$ cat src/rtl/pe_mac_ctrl_pkg.sv
// pe_pkg: shared definitions for the pe_mac_ctrl dot-product controller.
//   - FP16 field widths and the FP16 zero encoding
//   - FSM state enum
//   - helper to detect an all-ones (Inf/NaN) FP16 exponent
package pe_pkg;

    localparam int unsigned EXPONENT = 5;
    localparam int unsigned MANTISSA = 10;

    localparam logic [15:0] FP16_ZERO = 16'h0000;

    typedef enum logic [1:0] {
        StIdle  = 2'd0,
        StRun   = 2'd1,
        StDrain = 2'd2,
        StDone  = 2'd3
    } pe_state_e;

    // True for Inf and NaN encodings.
    function automatic logic fp16_is_exp_max(input logic [15:0] v);
        return &v[MANTISSA +: EXPONENT];
    endfunction

endpackage

$ cat src/rtl/pe_mac_ctrl.sv
// pe_mac_ctrl: control and pipeline for one FP16 dot product using an external
// combinational multiplier and adder.
//
// Operation: start (in IDLE) latches k_len and clears the accumulator. In RUN,
// up to k_len operand pairs are accepted (one per cycle). Stage 1 registers the
// product, stage 2 folds it into the accumulator, so a pair reaches acc two
// cycles after acceptance. DONE presents the result until out_ready.
//
// Ports:
//   clk, rst                 clock, asynchronous active-high reset
//   start, k_len             begin a dot product of k_len pairs
//   in_valid/in_ready        operand-pair handshake, operands on a_in/b_in
//   mul_a, mul_b, mul_prod   external multiplier interface
//   add_par_sum, add_mult_prod, add_sum   external adder interface
//   out_valid/out_ready      result handshake, value on result
//   busy                     high whenever the FSM is not in IDLE
//   exc_flag                 (only with PE_MAC_EXC_FLAG_EN) sticky flag set when
//                            an accepted operand has an all-ones exponent
//
// Build option: define PE_MAC_EXC_FLAG_EN to add the exc_flag port and logic.
module pe_mac_ctrl
    import pe_pkg::*;
#(
    parameter int unsigned DATA_WIDTH = 16,
    parameter int unsigned CNT_WIDTH  = 8
) (
    input  logic                  clk,
    input  logic                  rst,
    input  logic                  start,
    input  logic [CNT_WIDTH-1:0]  k_len,
    input  logic                  in_valid,
    output logic                  in_ready,
    input  logic [DATA_WIDTH-1:0] a_in,
    input  logic [DATA_WIDTH-1:0] b_in,
    output logic [DATA_WIDTH-1:0] mul_a,
    output logic [DATA_WIDTH-1:0] mul_b,
    input  logic [DATA_WIDTH-1:0] mul_prod,
    output logic [DATA_WIDTH-1:0] add_par_sum,
    output logic [DATA_WIDTH-1:0] add_mult_prod,
    input  logic [DATA_WIDTH-1:0] add_sum,
    output logic                  out_valid,
    input  logic                  out_ready,
    output logic [DATA_WIDTH-1:0] result,
    output logic                  busy
`ifdef PE_MAC_EXC_FLAG_EN
    ,
    output logic                  exc_flag
`endif
);

    pe_state_e r_state;
    pe_state_e w_state_next;

    logic [CNT_WIDTH-1:0]  r_k_len;
    logic [CNT_WIDTH-1:0]  r_cnt;
    logic [CNT_WIDTH-1:0]  w_cnt_inc;
    logic [DATA_WIDTH-1:0] r_acc;
    logic [DATA_WIDTH-1:0] r_p_reg;
    logic                  r_p_vld;

    logic w_start_acc;
    logic w_accept;
    logic w_cnt_below;

    // Count stops advancing once it equals k_len (in_ready drops), so the
    // increment can never wrap, even for an all-ones k_len.
    assign w_cnt_inc   = r_cnt + CNT_WIDTH'(1);
    assign w_cnt_below = (r_cnt < r_k_len);

    // Multiplier and adder are external and combinational.
    assign mul_a         = a_in;
    assign mul_b         = b_in;
    assign add_par_sum   = r_acc;
    assign add_mult_prod = r_p_reg;

    // ---------------------------------------------------------------------
    // FSM
    // ---------------------------------------------------------------------
    always_ff @(posedge clk or posedge rst) begin
        if (rst) begin
            r_state <= StIdle;
        end else begin
            r_state <= w_state_next;
        end
    end

    always_comb begin
        w_state_next = r_state;
        w_start_acc  = 1'b0;
        w_accept     = 1'b0;
        in_ready     = 1'b0;
        out_valid    = 1'b0;
        result       = '0;
        busy         = 1'b1;

        case (r_state)
            StIdle: begin
                busy = 1'b0;
                if (start) begin
                    w_start_acc  = 1'b1;
                    w_state_next = (k_len == '0) ? StDone : StRun;
                end
            end

            StRun: begin
                in_ready = w_cnt_below;
                w_accept = in_valid && w_cnt_below;
                if (w_accept && (w_cnt_inc == r_k_len)) begin
                    w_state_next = StDrain;
                end
            end

            // Entered right after the last accept: p_vld holds the final
            // product and it lands in acc on this same edge, so DONE sees
            // the complete sum.
            StDrain: begin
                w_state_next = StDone;
            end

            StDone: begin
                out_valid = 1'b1;
                result    = r_acc;
                if (out_ready) begin
                    w_state_next = StIdle;
                end
            end

            default: begin
                w_state_next = StIdle;
            end
        endcase
    end

    // ---------------------------------------------------------------------
    // Length/count registers and the two-stage product/accumulate pipeline
    // ---------------------------------------------------------------------
    always_ff @(posedge clk or posedge rst) begin
        if (rst) begin
            r_k_len <= '0;
            r_cnt   <= '0;
            r_p_reg <= '0;
            r_p_vld <= 1'b0;
            r_acc   <= '0;
        end else begin
            if (w_start_acc) begin
                r_k_len <= k_len;
                r_cnt   <= '0;
            end else if (w_accept) begin
                r_cnt <= w_cnt_inc;
            end

            // Stage 1: register the product of the accepted pair.
            r_p_vld <= w_accept;
            if (w_accept) begin
                r_p_reg <= mul_prod;
            end

            // Stage 2: fold the registered product into the accumulator.
            // start (IDLE only) and p_vld (RUN/DRAIN only) never coincide.
            if (w_start_acc) begin
                r_acc <= DATA_WIDTH'(FP16_ZERO);
            end else if (r_p_vld) begin
                r_acc <= add_sum;
            end
        end
    end

`ifdef PE_MAC_EXC_FLAG_EN
    logic r_exc;
    logic w_exc_hit;

    assign w_exc_hit = fp16_is_exp_max(16'(a_in)) || fp16_is_exp_max(16'(b_in));

    always_ff @(posedge clk or posedge rst) begin
        if (rst) begin
            r_exc <= 1'b0;
        end else if (w_start_acc) begin
            r_exc <= 1'b0;
        end else if (w_accept && w_exc_hit) begin
            r_exc <= 1'b1;
        end
    end

    assign exc_flag = r_exc;
`endif

endmodule

$ cat config.mk
export PLATFORM = sky130hd
export DESIGN_NAME = pe_mac_ctrl
export DESIGN_NICKNAME = d
export VERILOG_FILES = /design/src/rtl/pe_mac_ctrl_pkg.sv /design/src/rtl/pe_mac_ctrl.sv
export SDC_FILE = /design/constraint.sdc
export NUM_CORES = 1
export LEC_CHECK = 0
export CAP_MARGIN = 20
export CORE_MARGIN = 1
export CORE_UTILIZATION = 45
export CTS_CLUSTER_DIAMETER = 120
export CTS_CLUSTER_SIZE = 8
export DETAILED_ROUTE_END_ITERATION = 8
export DONT_BUFFER_PORTS = 1
export HOLD_SLACK_MARGIN = 0.12
export PLACE_DENSITY = 0.68
export SLEW_MARGIN = 10
export SYNTH_ARGS = -nofsm -noshare
export SYNTH_HDL_FRONTEND = slang
export SYNTH_SLANG_ARGS = --single-unit
export TNS_END_PERCENT = 5
$ cat constraint.sdc
create_clock -name clk -period 3.5 [get_ports clk]
set_input_delay 0.35 -clock clk [delete_from_list [all_inputs] [get_ports clk]]
set_output_delay 0.35 -clock clk [all_outputs]
set_load 0.1 [all_outputs]
==> results by group <==
Worst setup path
  – Critical Path RT: 3680 ps
  – Critical path launch point type: flop
  – Reg2reg path depth: 9
  – Crit path capture type: flop
  – Crit path max fanout: 4
  – RR Startpoint: r_state[0]
  – Crit path to: r_state[1]
  – Arr. time, crit path: 2600 ps
  – Setup Crit Path Kind: flop to flop
  – Critical Path Source: r_state[0]
  – Worst R2R End: r_state[1]
  – Reg2reg setup slack: 1080 ps

Synthesis
  – Post-synth EDFFs: 0
  – Mean Syn Cell Area: 9.16 um2
  – Post-synth top area share: 44.2%
  – Simple-Gate Fraction of Synth Area: 19.2%
  – Mapped Area: 2890 um2
  – Post-synthesis sequential area ratio: 44.2%
  – Top FF cell, synth: dfrtp_1
  – Synth area leaders: dfrtp_1, buf_4, nand2_1
  – Adder-Cell Fraction of Synth Area: 6.07%
  – Main combinational cell family by area after synthesis: simple AND/OR/NAND/NOR gates
  – Yosys warning total: 0
  – Synth Area in XOR/XNOR: 3.60%
  – Netlist cell types: 38
  – Yosys top cell by area: dfrtp_1
  – Fraction of registers with async set/reset: 100%
  – Mapped Nets: 406
  – Compound-gate portion of the synthesized area: 7.98%
  – Syn Inst Count: 315
  – Multiplexer area fraction after synthesis: 6.59%
  – #FFs+latches synth: 51

STA
  – Final Critical Period: 2420 ps
  – Setup TNS: 0 ps
  – Worst Skew: 4.68 ps
  – Worst slew pin tran: 917 ps
  – Slew HR: 38.8%
  – Final setup vio count: 0
  – Final Hold Viols: 0
  – Worst hold slack: 155 ps
  – Fmax: 0.413 GHz
  – RSZ-0062 raised after global routing: false
  – Final period utilization: 69.1%
  – Count of final max-slew check failures: 0
  – Final worst slack: 1080 ps

Global route
  – Met2 Use GR: 27.6%
  – Total grt overflow: 0
  – Met3 Usage GRT: 6.04%
  – Gr usage total: 16.5%
  – Number of global-route vias before repair: 1868
  – Global-route wire length before repair: 8330 um
  – Initial antenna violation count: 0
  – Met1 Use GR: 19.7%
  – Largest net degree at the start of global routing: 52
  – GRT busiest layer: met2

Layout
  – Final std cells w/o fill: 386
  – Multi-input gate area: 1250 um2
  – Final nets: 401
  – Layout fillers: 577
  – Diode count: 0
  – Most common cell after layout, fill and taps aside: nand2_1
  – Share of cells above drive strength 1: 13.5%
  – Sequential Area: 1280 um2
  – Most frequent cells in the layout: nand2_1, dfrtp_1, buf_4
  – Area added between synthesis and finish: 5.20%

Place
  – GP Congestion: 0.832
  – Cell Count Post-Placement: 376
  – IO Port Bufs: 0
  – Setup Slack @ Placement: 1100 ps
  – Final HPWL DP: 3820 um

Clock network
  – CTS buffer count: 5
  – Clock transition at path regs: 90 ps
  – Clock Path Buffers: 2
  – Clock net sink count: 51
  – TritonCTS clock tree: yes
  – Setup Fix Bufs, Post-CTS: 0
  – CTS Root Cell: clkbuf_8
  – Clock latency on the worst-skew pair: 300 ps
  – H-tree Lvls: 2

Floorplan
  – DIE AREA: 6740 um2
  – Die H: 82.1 um
  – Initial Utilization: 47.6%
  – Die width: 82.1 um
  – CORE AREA: 6060 um2
  – Row cnt: 28
  – Boundary Pins: 160

Detailed routing
  – Via density: 5.14
  – Final antenna-violating net count: 0
  – Router iterations before antenna repair: 4
  – Total Wirelength: 5330 um
  – DR vias: 1984
  – DR DRC count: 0
  – Initial DRC count: 66
  – Drt wl/cell: 13.8 um

Min path
  – Worst Hold Class: input port to flop

Job
  – Max cap viols: 0

Outcome
  – Status: finished clean
## critical path: stages, from the launching register on
cell and delay [ps]:
dfrtp_1 400, inv_1 110, ha_1 240, inv_1 60
buf_4 280, o22ai_1 160, or4_1 530, a211oi_2 220
a31oi_1 160, mux2i_1 150
## cell usage after synthesis (all sizes together), types with 3 or more instances
cell    count
a21oi       8
a31oi       3
and2       18
buf        36
clkbuf      8
dfrtp      51
ha         14
inv        17
mux2i      19
nand2      63
nand3       4
nor2       19
o21ai      13
or3         6
xnor2       7
xor2        4
## cells by family (layout without fill, tap and decap cells)
group | count (synthesis) | count (layout)
buffers and inverters | 61 | 57
DFF | 51 | 51
AOI/OAI and AO/OA | 37 | 37
adders and majority gates | 14 | 14
muxes | 19 | 19
xor gates and xnor gates | 11 | 11
and+or+nand+nor | 122 | 122
## worst min-delay path by stage
| stage | startpoint | to | slack, ps | cells after the start |
|---|---|---|---|---|
| 3_3_place_gp | mul_prod[7] | add_mult_prod[7] | 460 | 2 |
| 4_1_cts | mul_prod[8] | add_mult_prod[8] | 140 | 2 |
| 6_report | mul_prod[7] | add_mult_prod[7] | 150 | 2 |
| 3_5_place_dp | k_len[0] | r_k_len[0] | 470 | 2 |
| 5_1_grt | mul_prod[8] | add_mult_prod[8] | 140 | 2 |
| 2_1_floorplan | r_k_len[0] | r_k_len[0] | 450 | 2 |
## what timing repair did
action / CTS / global route
endpoints found under the hold margin: 0 / 26
endpoints found under the setup margin: 0 / 0
resized for setup: 0 / 0
hold buffers: 0 / 1
## metal layers
metal,vias up,wire [um]
met2,84,2480
met3,2,417
met5,-,0
met1,908,2420
li1,990,-
met4,0,10
## area by class of cell
cell class / instances / share of cell area [%]
clock buffer: 6 / 2.39
sequential: 51 / 42.0
multi-input combinational: 203 / 41.3
clock inverter: 2 / 0.412
inverter: 17 / 2.10
timing repair buffer: 32 / 8.65
tap: 75 / 3.09
## sequential cells by signal (all words and copies together), names as in the netlist
| name | count |
|---|---|
| add_mult_prod | 16 |
| add_par_sum | 16 |
| r_cnt | 8 |
| r_k_len | 8 |
| r_state | 2 |
| r_p_vld | 1 |
## per-stage QoR
stage | area [um2] | util (%)
2_1_floorplan | 2890 | -
3_3_place_gp | 2910 | 48.1
3_5_place_dp | 2910 | 48.1
4_1_cts | 3000 | 49.5
5_1_grt | 3040 | 50.1
6_report | 3040 | 50.1
Power is not shown: default switching activity piles up to over one toggle a cycle in this logic, so the estimate is an artifact.
